==> config.mk <==
export PLATFORM = sky130hd
export DESIGN_NAME = fe_queue_flat
export DESIGN_NICKNAME = d
export VERILOG_FILES = /design/src/rtl/fe_queue_pkg.sv /design/src/rtl/fe_queue_if.sv /design/src/rtl/fe_queue_fifo_core.sv /design/src/rtl/fe_queue.sv /design/src/flat_wrapper.sv
export SDC_FILE = /design/constraint.sdc
export NUM_CORES = 1
export LEC_CHECK = 0
export BUFFER_PORTS_ARGS = -buffer_cell sky130_fd_sc_hd__clkbuf_2
export CORE_MARGIN = 1.5
export CORE_UTILIZATION = 55
export DETAILED_ROUTE_END_ITERATION = 8
export PLACE_DENSITY = 0.78
export SLEW_MARGIN = 20
export SYNTH_ARGS = -nofsm -noshare
export SYNTH_HDL_FRONTEND = slang
export SYNTH_SLANG_ARGS = --single-unit
export TNS_END_PERCENT = 30
==> constraint.sdc <==
create_clock -name clk -period 2.8 [get_ports clk]
set_input_delay 0.14 -clock clk [delete_from_list [all_inputs] [get_ports clk]]
set_output_delay 0.14 -clock clk [all_outputs]
set_load 0.03 [all_outputs]
==> src/rtl/fe_queue_pkg.sv <==
// Shared fetch-stage definitions: state encoding and the default jump-class
// decode constants (also used by decode so both agree on what a jump is).
package fe_pkg;

  typedef enum logic [1:0] {
    FE_RUN   = 2'd0,
    FE_JWAIT = 2'd1,
    FE_HOLD  = 2'd2
  } fe_state_e;

  // A word is jump-class when (word & FE_JMP_MASK) == FE_JMP_MATCH.
  localparam logic [15:0] FE_JMP_MASK  = 16'hF0E0;
  localparam logic [15:0] FE_JMP_MATCH = 16'h0000;

endpackage

==> src/rtl/fe_queue_if.sv <==
// Fetch queue bus: instruction-memory side (o_req / i_rdy / i_data) and
// decode side (o_rdy / i_take / o_reg).
//
// Handshake: a memory word transfers on a cycle where o_req & i_rdy; a head
// word transfers to decode on a cycle where o_rdy & i_take (and no flush).
// i_rdy without o_req, or i_take without o_rdy, has no effect.
interface fe_queue_if #(
  parameter int WIDTH = 16
) ();
  logic             i_rdy;
  logic [WIDTH-1:0] i_data;
  logic             o_req;
  logic             i_take;
  logic             o_rdy;
  logic [WIDTH-1:0] o_reg;

  // Environment side: memory + decode.
  modport master (
    output i_rdy, i_data, i_take,
    input  o_req, o_rdy, o_reg
  );

  // Fetch queue side.
  modport slave (
    input  i_rdy, i_data, i_take,
    output o_req, o_rdy, o_reg
  );
endinterface

==> src/rtl/fe_queue_fifo_core.sv <==
// WIDTH x DEPTH register-array FIFO with synchronous clear. DEPTH must be a
// power of two so the pointers wrap naturally. The caller guarantees no push
// when full and no pop when empty.
module fe_fifo_core #(
  parameter int WIDTH = 16,
  parameter int DEPTH = 4
) (
  input  logic                         clk,
  input  logic                         a_rst,
  input  logic                         push,
  input  logic                         pop,
  input  logic                         clr,
  input  logic [WIDTH-1:0]             wdata,
  output logic [WIDTH-1:0]             rdata,
  output logic [$clog2(DEPTH+1)-1:0]   count,
  output logic                         full,
  output logic                         empty
);
  localparam int PW = $clog2(DEPTH);
  localparam int CW = $clog2(DEPTH+1);

  logic [WIDTH-1:0] mem [DEPTH];
  logic [PW-1:0]    wr_ptr;
  logic [PW-1:0]    rd_ptr;

  // Storage array; contents need no reset since count gates visibility.
  always_ff @(posedge clk) begin
    if (push) mem[wr_ptr] <= wdata;
  end

  // Pointers and occupancy; clear empties the queue in one cycle.
  always_ff @(posedge clk or posedge a_rst) begin
    if (a_rst) begin
      wr_ptr <= '0;
      rd_ptr <= '0;
      count  <= '0;
    end else if (clr) begin
      wr_ptr <= '0;
      rd_ptr <= '0;
      count  <= '0;
    end else begin
      if (push) wr_ptr <= wr_ptr + PW'(1);
      if (pop)  rd_ptr <= rd_ptr + PW'(1);
      case ({push, pop})
        2'b10:   count <= count + CW'(1);
        2'b01:   count <= count - CW'(1);
        default: count <= count;
      endcase
    end
  end

  assign rdata = mem[rd_ptr];
  assign full  = (count == CW'(DEPTH));
  assign empty = (count == CW'(0));
endmodule

==> src/rtl/fe_queue.sv <==
// Prefetching fetch stage: pulls words from instruction memory into a FIFO
// and hands the oldest word to decode. Fetch stops on hold, on flush, when
// full, and after a jump-class word until i_hold_clr releases it.
// Optional build macro FE_QUEUE_BYPASS_EN: a word arriving at an empty queue
// is presented to decode in the same cycle (and not stored if taken).
module fe_queue
  import fe_pkg::*;
#(
  parameter int               WIDTH     = 16,
  parameter int               DEPTH     = 4,
  parameter logic [WIDTH-1:0] JMP_MASK  = WIDTH'(FE_JMP_MASK),
  parameter logic [WIDTH-1:0] JMP_MATCH = WIDTH'(FE_JMP_MATCH)
) (
  input  logic                       clk,
  input  logic                       a_rst,
  input  logic                       i_hold,
  input  logic                       i_hold_clr,
  input  logic                       i_flush,
  fe_queue_if.slave                  bus,
  output logic [$clog2(DEPTH+1)-1:0] o_count,
  output logic                       o_jwait,
  output fe_state_e                  o_state
);
  fe_state_e        state;
  fe_state_e        state_nxt;
  logic             is_jump;
  logic             push;
  logic             pop;
  logic             fifo_push;
  logic             fifo_pop;
  logic             bypass_take;
  logic             full;
  logic             empty;
  logic [WIDTH-1:0] fifo_rdata;

  assign is_jump = ((bus.i_data & JMP_MASK) == JMP_MATCH);

  // Combinational so hold/flush abort the fetch in the same cycle; reset
  // forces it low so memory never sees a request during reset.
  assign bus.o_req = (state == FE_RUN) & ~i_hold & ~i_flush & ~full & ~a_rst;
  assign push      = bus.o_req & bus.i_rdy;

`ifdef FE_QUEUE_BYPASS_EN
  assign bus.o_rdy   = ~empty | push;
  assign bus.o_reg   = empty ? bus.i_data : fifo_rdata;
  assign bypass_take = empty & push & bus.i_take;
`else
  assign bus.o_rdy   = ~empty;
  assign bus.o_reg   = fifo_rdata;
  assign bypass_take = 1'b0;
`endif

  assign pop       = bus.o_rdy & bus.i_take & ~i_flush;
  assign fifo_push = push & ~bypass_take;
  assign fifo_pop  = pop & ~empty;

  fe_fifo_core #(
    .WIDTH (WIDTH),
    .DEPTH (DEPTH)
  ) u_fifo (
    .clk   (clk),
    .a_rst (a_rst),
    .push  (fifo_push),
    .pop   (fifo_pop),
    .clr   (i_flush),
    .wdata (bus.i_data),
    .rdata (fifo_rdata),
    .count (o_count),
    .full  (full),
    .empty (empty)
  );

  // State register.
  always_ff @(posedge clk or posedge a_rst) begin
    if (a_rst) state <= FE_RUN;
    else       state <= state_nxt;
  end

  // Next state: flush, then hold-clear, then hold, then jump detection.
  always_comb begin
    state_nxt = state;
    if (i_flush) begin
      state_nxt = (i_hold & ~i_hold_clr) ? FE_HOLD : FE_RUN;
    end else if (i_hold_clr) begin
      state_nxt = FE_RUN;
    end else if (i_hold) begin
      state_nxt = FE_HOLD;
    end else if ((state == FE_RUN) && push && is_jump) begin
      state_nxt = FE_JWAIT;
    end
  end

  assign o_jwait = (state == FE_JWAIT);
  assign o_state = state;
endmodule

==> src/flat_wrapper.sv <==
// flat-port wrapper written by rule: the top's interface ports become plain ports
module fe_queue_flat import fe_pkg::*;
#(
  parameter int               WIDTH     = 16,
  parameter int               DEPTH     = 4,
  parameter logic [WIDTH-1:0] JMP_MASK  = WIDTH'(FE_JMP_MASK),
  parameter logic [WIDTH-1:0] JMP_MATCH = WIDTH'(FE_JMP_MATCH)
)
  (clk, a_rst, i_hold, i_hold_clr, i_flush, o_count, o_jwait, o_state, bus_i_rdy, bus_i_data, bus_i_take, bus_o_req, bus_o_rdy, bus_o_reg);
  fe_queue_if #(.WIDTH(WIDTH)) bus_i ();
  input  logic clk;
  input  logic a_rst;
  input  logic i_hold;
  input  logic i_hold_clr;
  input  logic i_flush;
  output logic [$clog2(DEPTH+1)-1:0] o_count;
  output logic o_jwait;
  output fe_state_e o_state;
  input wire logic [$bits(bus_i.i_rdy)-1:0] bus_i_rdy;
  input wire logic [$bits(bus_i.i_data)-1:0] bus_i_data;
  input wire logic [$bits(bus_i.i_take)-1:0] bus_i_take;
  output wire logic [$bits(bus_i.o_req)-1:0] bus_o_req;
  output wire logic [$bits(bus_i.o_rdy)-1:0] bus_o_rdy;
  output wire logic [$bits(bus_i.o_reg)-1:0] bus_o_reg;
  assign bus_i.i_rdy = bus_i_rdy;
  assign bus_i.i_data = bus_i_data;
  assign bus_i.i_take = bus_i_take;
  assign bus_o_req = bus_i.o_req;
  assign bus_o_rdy = bus_i.o_rdy;
  assign bus_o_reg = bus_i.o_reg;
  fe_queue #(.WIDTH(WIDTH), .DEPTH(DEPTH), .JMP_MASK(JMP_MASK), .JMP_MATCH(JMP_MATCH)) u_core (.clk(clk), .a_rst(a_rst), .i_hold(i_hold), .i_hold_clr(i_hold_clr), .i_flush(i_flush), .bus(bus_i), .o_count(o_count), .o_jwait(o_jwait), .o_state(o_state));
endmodule
After elaboration in Yosys (flattened, before gate mapping):

Memories as Yosys holds them, arrays and structs flattened.
Cells that the tools add are included.

* reductions and logical operators: 9
* shift-type cells: 0
* bitwise logic cells: 15
* multiplexer cells: 13
* magnitude comparators: 0
* equality and inequality tests: 4
* multiply operators: 0
* divide/modulo/power cells: 0
* $add $sub $neg: 4

Operator list (count)
* 2-bit 2-to-1 mux: 9
* 16-bit logical NOT: 1
* 1-bit AND: 9
* 1-bit NOT: 6
* 3-bit case mux with 2 select lines: 1
* 2-bit by 1-bit adder with 2-bit output (second input constant): 2
* 2-bit by 1-bit == test with 1-bit output (second input constant): 2
* 2-bit nonzero test: 2
* 4-bit nonzero test: 1
* 3-bit by 1-bit adder with 3-bit output (second input constant): 1
* 3-bit == test (second input constant): 1
* 3-bit logical NOT: 1
* 3-bit 2-to-1 mux: 1
* 3-bit nonzero test: 1
* 3-bit by 1-bit subtractor with 3-bit output (second input constant): 1
* 2-bit == test (second input constant): 1
* 1-bit logical AND: 2
* 2-bit logical NOT: 1
* 1-bit 2-to-1 mux: 2

* word-level logic and storage cells: 50
* memory bits (read-only): 0
* input port bits: 23
* bits in writable memories: 64
* memories: 1
* latch bits: 0
* output and inout port bits: 24
* bits in registers: 9

Memories
* u_core.u_fifo.mem: depth 4, width 16, read ports 1, clocked after Yosys merged registers in 0, wr ports 1, line fe_queue_fifo_core.sv:22 `logic [WIDTH-1:0] mem [DEPTH];`

Depth between registers and ports, before layout:

Gate-level depths: netlist of run 1.

* depth after elaboration: 12
* mapped depth: 8
* mapped depth without buffers: 7

Cells and area by module:

From an unflattened synthesis of run 1, not the netlist that was laid out.

* cell total of the unflattened synthesis: 143
* area, all modules: 2922.8 um^2

By module, submodules not included
* fe_fifo_core: instances 1, cells an instance 126, area each 2782.7 um^2, seq. area each 2097.0 um^2
* fe_queue: instances 1, cells an instance 17, area each 140.1 um^2, seq. area each 50.0 um^2

Least setup slack after synthesis of run 1:

OpenSTA, ideal clock, no wires.

* path kind: register to register
* start point: reg u_core.u_fifo.count[0]
* end point: reg u_core.u_fifo.count[2]
* setup time: 0.125 ns
* path slack: 0.471 ns
* path buffers: 0
* arrival: 2.205 ns
* period minus slack after synthesis: 2.329 ns
* cell stages (with the launch flop): 7
* required time: 2.675 ns
* cell sequence: dfrtp_1 > o31ai_1 > nor3_1 > fa_1 > and2_2 > mux2i_1 > mux2_2

* longest elaborated chain between the ends: 8
* elaborated cells on any way between the ends: 17
* those cells by class: add/sub: 2; eq/ne: 3; mux: 2; bitwise: 8; reduce/logical: 2

RTL lines
* start: declaration: line fe_queue_fifo_core.sv:15 `output logic [$clog2(DEPTH+1)-1:0] count,`
* start signal: assignment: line fe_queue_fifo_core.sv:45 `2'b10: count <= count + CW'(1);`
* start signal: assignment: line fe_queue_fifo_core.sv:46 `2'b01: count <= count - CW'(1);`
* start signal: assignment: line fe_queue_fifo_core.sv:47 `default: count <= count;`
* 3-bit == test / 3-bit logical NOT (equally long branches): line fe_queue_fifo_core.sv:53, fe_queue_fifo_core.sv:54
* 1-bit NOT, on equally long branches: line fe_queue.sv:40, fe_queue.sv:48, fe_queue.sv:55
* 1-bit AND, on equally long branches (2 in series): line fe_queue.sv:40, fe_queue.sv:53
* 1-bit AND, on equally long branches: line fe_queue.sv:41, fe_queue.sv:55
* 2-bit by 1-bit == test with 1-bit output / 2-bit == test (equally long branches): line fe_queue_fifo_core.sv:44 `case ({push, pop})`
* 3-bit case mux with 2 select lines: line fe_queue_fifo_core.sv:44
* 3-bit 2-to-1 mux: line fe_queue_fifo_core.sv:37 `end else if (clr) begin`

Parallel ways exist; a longest one is shown, timed or not.
A chain may end at the register's enable or synchronous reset.

Worst setup path in the final report of run 1:

* start point: reg u_core.state[0], in the netlist u_core.o_state[0]
* end point: reg u_core.u_fifo.count[2]

* longest elaborated chain between the ends: 9
* elaborated cells on any way between the ends: 11
* those cells by class: eq/ne: 2; mux: 2; bitwise: 5; reduce/logical: 2

RTL lines
* start: declaration: line fe_queue.sv:24 `fe_state_e state;`
* start signal: assignment: line fe_queue.sv:76 `else state <= state_nxt;`
* 2-bit logical NOT (*): line fe_queue.sv:40 `assign bus.o_req = (state == FE_RUN) & ~i_hold & ~i_flush & ~full & ~a_rst;`
* 1-bit AND (*) (4 in series): line fe_queue.sv:40
* 1-bit AND (*): line fe_queue.sv:41 `assign push = bus.o_req & bus.i_rdy;`
* 2-bit by 1-bit == test with 1-bit output / 2-bit == test (equally long branches): line fe_queue_fifo_core.sv:44
* 3-bit case mux with 2 select lines: line fe_queue_fifo_core.sv:44
* 3-bit 2-to-1 mux: line fe_queue_fifo_core.sv:37

Every way passes the cells marked *; elsewhere a longest branch is shown, timed or not.

==> results.yml, run 1 <==
outcome:
  status: "finished, final reports clean"
worst_setup_path:
  cp.required_ns: 3.02
  worstPathArrival_ns: 2.52
  crit_family: "simple AND/OR/NAND/NOR gates"
  path_max_fanout: 10
  end_kind: "register"
  start_kind: "register"
  crit_path_cell_trace: "nor3_1 > and4_4 > nor3_1 > fa_1 > and2_2 > mux2i_1 > mux2_2"
  crit_type: "reg -> reg"
  cp.buffers_inverters: 0
  path_common_cell: "nor3_1"
  cpPeakStageDelay_ns: 0.43
  slowest_stage: "dfrtp_1"
timing:
  finalSetupViolCount: 0
  clock.fmax_mhz: 435
  rsz0062_at_grt: "false"
  min_period_ns: 2.30
  fin_skew_ns: 0.00705
  tns_ns: 0
  fin_crit_sh_pct: 82.1
  drv_slew: 0
  finalHoldViolCount: 0
  slew-limit-headroom_pct: 45.2
  worst_slack_ns: 0.502
  tightest_slew_ns: 0.822
power:
  power_density_nw_per_um2: 751
  power_w: 0.00258
  p_leak_nw: 1.28
  max-vdd-ir-drop_uv: 410
flow_run:
  drv_cap: 0
hold_path:
  hp-class: "in -> reg"
cells_and_area:
  fillers: 356
  fin_nets: 232
  n_antenna_cell: 0
  area_growth_pct: 18.4
  final_cell_mix: "edfxtp_1, clkbuf_2, mux4_2"
  drive_gt1_share_pct: 39.7
  finalNonFillerCells: 279
  final_common_cell: "edfxtp_1"
  final_area_um2: 3430
placement:
  dp_hpwl_mm: 3.42
  place_area_um2: 3210
  io_buffers: 46
  placed_cells: 260
  place.gp.congestion: 0.733
  place_ws_ns: 0.519
clocking:
  clock_sinks: 73
  post_cts_resize_count: 0
  clkTransAtPathRegs_ns: 0.07
  clk_path_buf_depth: 2
  cts_tree: "done"
  cts_root_buffer: "clkbuf_8"
  htreeDepth: 3
  numCtsBuffers: 9
  insertion_delay_ns: 0.33
detailed_routing:
  finalWirelength_mm: 5.12
  firstDrtPassIters: 4
  vias: 1502
  ant_nets: 0
  vias_per_cell: 5.38
  drc: 0
  routedWlPerCell_um: 18.3
  drt_iter0_markers: 95
grt:
  grt_pass1_wl_mm: 8.02
  grt_antenna_before_repair: 0
  grt_overflow: 0
  grtUsageTotal_pct: 20.8
  grt_pass1_vias: 1596
  grt_max_degree: 18
floorplan:
  core_um2: 5110
  die_h_um: 75.6
  pin_count: 47
  die_x_um: 75.6
  dieArea_um2: 5720
  start_util_pct: 56.8
  rows: 26
synth:
  netlist_area_um2: 2900
  syn_inst: 146
  ys_types: 30
  synthesis.nets: 174
  async_reset_ff_share_pct: 12.3
  avgSynthCellArea_um2: 19.9
  ys_seq_area_share_pct: 74.1
  yosys_warnings: 0
  synth-main-ff-cell: "edfxtp_1"
  synth_edf_count: 64
  synth_seq_cells: 73
## power breakdown
part | leakage, nW | switching, W | internal (W)
Clock | 0.0978 | 0.000347 | 0.000431
Sequential | 0.699 | 0.0000414 | 0.00121
Combinational | 0.479 | 0.000321 | 0.000226
## cells by family (layout without fill, tap and decap cells)
family	after synthesis	in the layout	synth area share (%)
AO/OA/AOI/OAI	3	3	0.647
XOR/XNOR	4	4	1.21
adder cells (fa/ha/maj)	5	5	2.42
buffers and inverters	10	73	1.64
flip-flops	73	73	74.1
multiplexers	21	21	14.4
AND/OR/NAND/NOR	30	30	5.65
## repair_timing
action / in CTS / in global routing
endpoints found under the hold margin: 11 / 0
hold buffers: 3 / 0
setup buffers: 0 / 0
## path summary, 6_finish.rpt
kind	startpoint	to	slack, ns	depth (start not counted)
worst max-delay path	u_core.o_state[0]	u_core.u_fifo.count[2]	0.50	7
worst min register to register	u_core.u_fifo.wr_ptr[1]	u_core.u_fifo.wr_ptr[1]	0.62	2
worst max register to register	u_core.o_state[0]	u_core.u_fifo.count[2]	0.50	7
min in group asynchronous	a_rst	u_core.o_state[0]	0.32	3
max in group asynchronous	a_rst	u_core.u_fifo.count[0]	2.20	3
worst min-delay path	bus_i_data[4]	u_core.u_fifo.mem[2][4]	0.03	1
## final cells by class
| class | count | area, um^2 | share of cell area (%) |
|---|---|---|---|
| Multi-Input combinational cell | 63 | 704 | 20.5 |
| Clock inverter | 4 | 43.8 | 1.28 |
| Inverter | 4 | 15.0 | 0.437 |
| Tap cell | 70 | 87.6 | 2.55 |
| Timing Repair Buffer | 53 | 290 | 8.45 |
| Sequential cell | 73 | 2150 | 62.5 |
| Clock buffer | 12 | 145 | 4.23 |
## registers in the layout (all words and copies together) (netlist names)
signal,cells
u_core.u_fifo.rd_ptr,2
u_core.u_fifo.count,3
u_core.u_fifo.mem,64
u_core.o_state,2
u_core.u_fifo.wr_ptr,2
## metrics by stage
stage / hold WS (ns) / utilization, %
after floorplan: -0.0321 / -
after global placement: 0.104 / 62.9
after detailed placement: 0.132 / 62.9
after CTS: 0.00825 / 67.2
after global routing: 0.0138 / 67.2
final: 0.0259 / 67.2
## synthesized netlist by cell type, types with 2 or more instances
master / number / area, um^2
edfxtp_1: 64 / 1920
mux4_2: 16 / 360
dfrtp_1: 9 / 225
nor2_1: 9 / 33.8
and2_1: 4 / 25.0
ha_1: 4 / 50.1
inv_1: 4 / 15.0
nor3_1: 4 / 20.0
clkbuf_1: 3 / 11.3
mux2i_1: 3 / 30.0
nor2b_1: 3 / 18.8
xor2_1: 3 / 26.3
buf_2: 2 / 10.0
nand2_1: 2 / 7.51
## layer usage
metal  vias up  GRT usage [%]  share of wire (%)
met5         -              0                  0
met4         0           7.14                1.3
met3         8           6.61                3.7
met2        41           34.7                 53
met1       764           25.9                 42
li1        689              -                  -
Power figures use the tool's default switching activity.
==> inputs of run 2 (changes only) <==
- CORE_UTILIZATION: 55 -> 50
- PLACE_DENSITY: 0.78 -> 0.75
- clock period: 2.8 -> 1.9 ns (I/O delays scaled with it)
==> results.yml, run 2 (synthesis results as in run 1) <==
outcome:
  status: "finished, violations left"
  violations: "setup timing"
cells_and_area:
  regMostFlops: "u_core.u_fifo.mem"
  fillers: 368
  finalNonFillerCells: 311
  multi_input_area_um2: 749
  top_regs: "u_core.u_fifo.mem x64, u_core.u_fifo.count x3"
  final_cell_mix: "edfxtp_1, clkbuf_2, buf_4"
  largest_register_ffs: 64
  n_antenna_cell: 0
  final_area_um2: 3790
  final_common_cell: "edfxtp_1"
  drive_gt1_share_pct: 46.0
  area_growth_pct: 30.7
  fin_nets: 262
  seq_area_um2: 2150
grt:
  grt_overflow: 0
  grt_antenna_before_repair: 0
  grt_pass1_vias: 1773
  grt_max_degree: 17
  grtUsageTotal_pct: 18.8
  grt_pass1_wl_mm: 8.42
placement:
  place_ws_ns: -0.153
  placed_cells: 277
  io_buffers: 46
  place_area_um2: 3390
  dp_hpwl_mm: 3.52
  place.gp.congestion: 0.783
worst_setup_path:
  end_kind: "register"
  r2r.worst_path.cells: 7
  path_max_fanout: 2
  start_kind: "register"
  cp.required_ns: 2.11
  crit_type: "reg -> reg"
  worstPathArrival_ns: 2.25
clocking:
  cts_tree: "done"
  clock_sinks: 73
  htreeDepth: 3
  clkTransAtPathRegs_ns: 0.07
  cts_root_buffer: "clkbuf_8"
  insertion_delay_ns: 0.33
  numCtsBuffers: 9
  clk_path_buf_depth: 2
detailed_routing:
  vias: 1619
  drt_iter0_markers: 61
  vias_per_cell: 5.21
  finalWirelength_mm: 5.22
  routedWlPerCell_um: 16.8
  drc: 0
  ant_nets: 0
  firstDrtPassIters: 4
floorplan:
  rows: 27
  die_x_um: 79.1
  core_um2: 5540
  start_util_pct: 52.3
  die_h_um: 79.1
  dieArea_um2: 6260
  pin_count: 47
timing:
  worst_slack_ns: -0.133
  finalHoldViolCount: 0
  finalSetupViolCount: 1
  clock.fmax_mhz: 492
  slew-limit-headroom_pct: 76.6
  drv_slew: 0
  tightest_slew_ns: 0.350
  rsz0062_at_grt: "true"
  min_period_ns: 2.03
  fin_crit_sh_pct: 107
  fin_skew_ns: 0.00702
power:
  switchingPower_w: 0.00111
  power_density_nw_per_um2: 1080
  power_w: 0.00409
  intPower_w: 0.00298
  p_clk_share_pct: 30.6
  power_frac_comb_pct: 24.8
  max-vdd-ir-drop_uv: 1320
  switching_share_pct: 27.2
  p_leak_nw: 1.43
  power_frac_seq_pct: 44.7
flow_run:
  drv_cap: 0
hold_path:
  whs_path_depth: 1
  hp-class: "in -> reg"
==> run 2: cell count changes in the layout (fill, tap and decap cells not counted), sizes merged <==
cell	delta
bufinv	+1
inv	+1
dlygate4sd3	+13
clkbuf	-3
buf	+17
clkinv	+1
==> run 2: power by group through the flow <==
| stage | clock [W] | sequential [W] | combinational, W |
|---|---|---|---|
| after detailed placement | 0 | 0.00186 | 0.000965 |
| after global routing | 0.00135 | 0.00183 | 0.00108 |
| after CTS | 0.00128 | 0.00182 | 0.00101 |
| final | 0.00125 | 0.00183 | 0.00101 |
| after floorplan | 0 | 0.00190 | 0.000606 |
| after global placement | 0 | 0.00186 | 0.000932 |
==> run 2: critical path: stages, from the launching register on <==
cell     delay (ns)
dfrtp_2        0.42
nor3_4         0.17
and4_4         0.26
nor3_4         0.04
fa_2           0.37
and2_4         0.15
mux2i_1        0.14
mux2_2         0.35
==> run 2: metal layers <==
metal / wire length, um / GRT usage [%]
met1: 2220 / 23.3
met2: 2720 / 31.3
met3: 221 / 5.06
met4: 59 / 7.89
met5: 0 / 0
==> run 2: path summary, 6_finish.rpt <==
kind | from | to | slack [ns]
max | u_core.o_state[1] | u_core.u_fifo.count[2] | -0.13
min | bus_i_data[14] | u_core.u_fifo.mem[3][14] | 0.01
max reg2reg | u_core.o_state[1] | u_core.u_fifo.count[2] | -0.13
min reg2reg | u_core.u_fifo.rd_ptr[1] | u_core.u_fifo.rd_ptr[1] | 0.55
max in group asynchronous | a_rst | u_core.u_fifo.count[2] | 1.33
min in group asynchronous | a_rst | u_core.o_state[0] | 0.29
==> run 2: area by class of cell <==
| cell class | count | area share (%) |
|---|---|---|
| sequential | 73 | 56.8 |
| multi-input combinational | 63 | 19.8 |
| timing repair buffer | 83 | 15.1 |
| clock buffer | 9 | 3.27 |
| tap | 72 | 2.38 |
| clock inverter | 7 | 2.21 |
| inverter | 4 | 0.396 |
==> run 2: timing repair <==
item                                   4_1_cts  5_1_grt
endpoints found under the hold margin       59        0
hold buffers                                16        0
gates cloned                                 0        0
setup buffers                                2        0
setup endpoints to repair                    3        3
resized for setup                            0        3
==> run 2: stage by stage <==
step | hold slack [ns] | util (%) | TNS (ns)
5_1_grt | 0.000917 | 68.4 | -0.318
4_1_cts | 0.00102 | 68.2 | -0.133
2_1_floorplan | -0.0774 | - | -0.358
6_report | 0.0125 | 68.4 | -0.133
3_3_place_gp | 0.0696 | 61.3 | -0.0686
3_5_place_dp | 0.0901 | 61.3 | -0.158
==> inputs of run 3 (changes only) <==
- REMOVE_ABC_BUFFERS: default -> 1
==> results.yml, run 3 (synthesis results as in run 1) <==
timing:
  whs_ns: 0.00817
  drv_slew: 0
  worst_slack_ns: -0.247
  fin_skew_ns: 0.00482
  min_period_ns: 2.15
  finalSetupViolCount: 3
  clock.fmax_mhz: 466
  rsz0062_at_grt: "true"
  tightest_slew_ns: 0.346
  slew-limit-headroom_pct: 76.9
  finalHoldViolCount: 0
  fin_crit_sh_pct: 113
clocking:
  insertion_delay_ns: 0.33
  htreeDepth: 3
  numCtsBuffers: 9
  cts_root_buffer: "clkbuf_8"
  cts_tree: "done"
  clkTransAtPathRegs_ns: 0.07
  clk_path_buf_depth: 2
  clock_sinks: 73
worst_setup_path:
  cp.buffers_inverters: 0
  path_max_fanout: 4
  crit_path_cell_trace: "or3b_4 > and4_4 > nor3_4 > fa_2 > nor2_2 > mux2i_1 > mux2_2"
  crit_start: "u_core.u_fifo.count[0]"
  cpPeakStageDelay_ns: 0.44
  crit_cells: 7
  crit_type: "reg -> reg"
  cp.required_ns: 2.12
  r2r-start: "u_core.u_fifo.count[0]"
  crit_family: "simple AND/OR/NAND/NOR gates"
  slowest_stage: "dfrtp_1"
  start_kind: "register"
  r2r.worst_path.cells: 7
  worstPathArrival_ns: 2.37
  end_kind: "register"
power:
  switchingPower_w: 0.00111
  intPower_w: 0.00298
  p_clk_share_pct: 30.6
  max-vdd-ir-drop_uv: 696
  power_density_nw_per_um2: 1070
  switching_share_pct: 27.1
  power_w: 0.00409
  power_frac_seq_pct: 44.6
  power_frac_comb_pct: 24.8
  p_leak_nw: 1.45
hold_path:
  hp-class: "in -> reg"
  whs_path_depth: 1
  holdCritStartpoint: "bus_i_data[12]"
cells_and_area:
  fin_nets: 266
  area_growth_pct: 31.7
  final_cell_mix: "edfxtp_1, clkbuf_2, buf_4"
  multi_input_area_um2: 737
  top_regs: "u_core.u_fifo.mem x64, u_core.u_fifo.count x3"
  fillers: 387
  drive_gt1_share_pct: 46.1
  seq_area_um2: 2150
  finalNonFillerCells: 315
  n_antenna_cell: 0
  largest_register_ffs: 64
  regMostFlops: "u_core.u_fifo.mem"
  final_common_cell: "edfxtp_1"
placement:
  dp_hpwl_mm: 3.36
  placed_cells: 276
  place.gp.congestion: 0.802
  place_ws_ns: -0.282
  io_buffers: 46
detailed_routing:
  vias: 1638
  met2_length_mm: 2.79
  firstDrtPassIters: 4
  vias_per_cell: 5.20
  ant_nets: 0
  route.met3.wl_um: 247
  drt-met1-wl_mm: 2.13
  drc: 0
  finalWirelength_mm: 5.34
  dr.max_layer_used: "met4"
  routedWlPerCell_um: 17.0
  drt_iter0_markers: 60
grt:
  grt_antenna_before_repair: 0
  grtUsageTotal_pct: 18.5
  grt_overflow: 0
  grt_pass1_wl_mm: 8.18
  grt_max_degree: 17
  grt_pass1_vias: 1700
floorplan:
  pin_count: 47
  rows: 27
  core_um2: 5540
  die_h_um: 79.1
  start_util_pct: 52.3
  die_x_um: 79.1
  dieArea_um2: 6260
outcome:
  violations: "setup timing"
  status: "finished, violations left"
flow_run:
  drv_cap: 0
[run 3: cell count changes in the layout (fill, tap and decap cells not counted), moves of 2 or more]
cell and change:
dfrtp_1 +4, dfrtp_2 -4, clkinv_1 -3, buf_4 +2, clkinv_2 +2
[run 3: final cells by class]
class	count	area share [%]
flip-flops and latches	73	56.3
well taps	72	2.36
clock buffers	10	3.34
repair buffers	87	16.2
multi-input cells	63	19.3
inverters	4	0.393
clock inverters	6	2.16
[run 3: what timing repair did]
action,in CTS,in global routing
setup endpoints to repair,3,3
gates cloned,0,0
setup buffers,2,4
resized for setup,6,5
hold buffers,17,0
endpoints found under the hold margin,63,0
pin swaps,0,6
[run 3: worst paths after layout]
check / to / slack, ns
setup reg to reg: u_core.u_fifo.count[2] / -0.25
setup / recovery: u_core.u_fifo.count[2] / -0.25
max in group asynchronous: u_core.u_fifo.count[1] / 1.35
min in group asynchronous: u_core.o_state[1] / 0.28
hold / removal: u_core.u_fifo.mem[2][12] / 0.008
hold reg to reg: u_core.u_fifo.rd_ptr[1] / 0.57
[run 3: power groups by stage]
stage	clock network, W	registers (W)	logic (W)
global route	0.00133	0.00183	0.00108
CTS	0.00127	0.00182	0.000974
detailed placement	0	0.00186	0.000915
finish	0.00125	0.00183	0.00102
floorplan	0	0.00195	0.000505
global placement	0	0.00185	0.000890
[run 3: metal layers]
metal  track usage [%]  vias up
met2              31.5       58
met1              21.6      806
met5                 0        -
met4              11.2        0
li1                  -      759
met3              3.56       15
[run 3: per-stage QoR]
step                setup TNS [ns]  instance area, um^2  util (%)
detailed placement          -0.429                 3360      60.6
floorplan                   -0.557                 2870         -
global route                -0.532                 3820      68.9
global placement            -0.123                 3360      60.6
finish                      -0.304                 3820      68.9
CTS                         -0.208                 3780      68.2
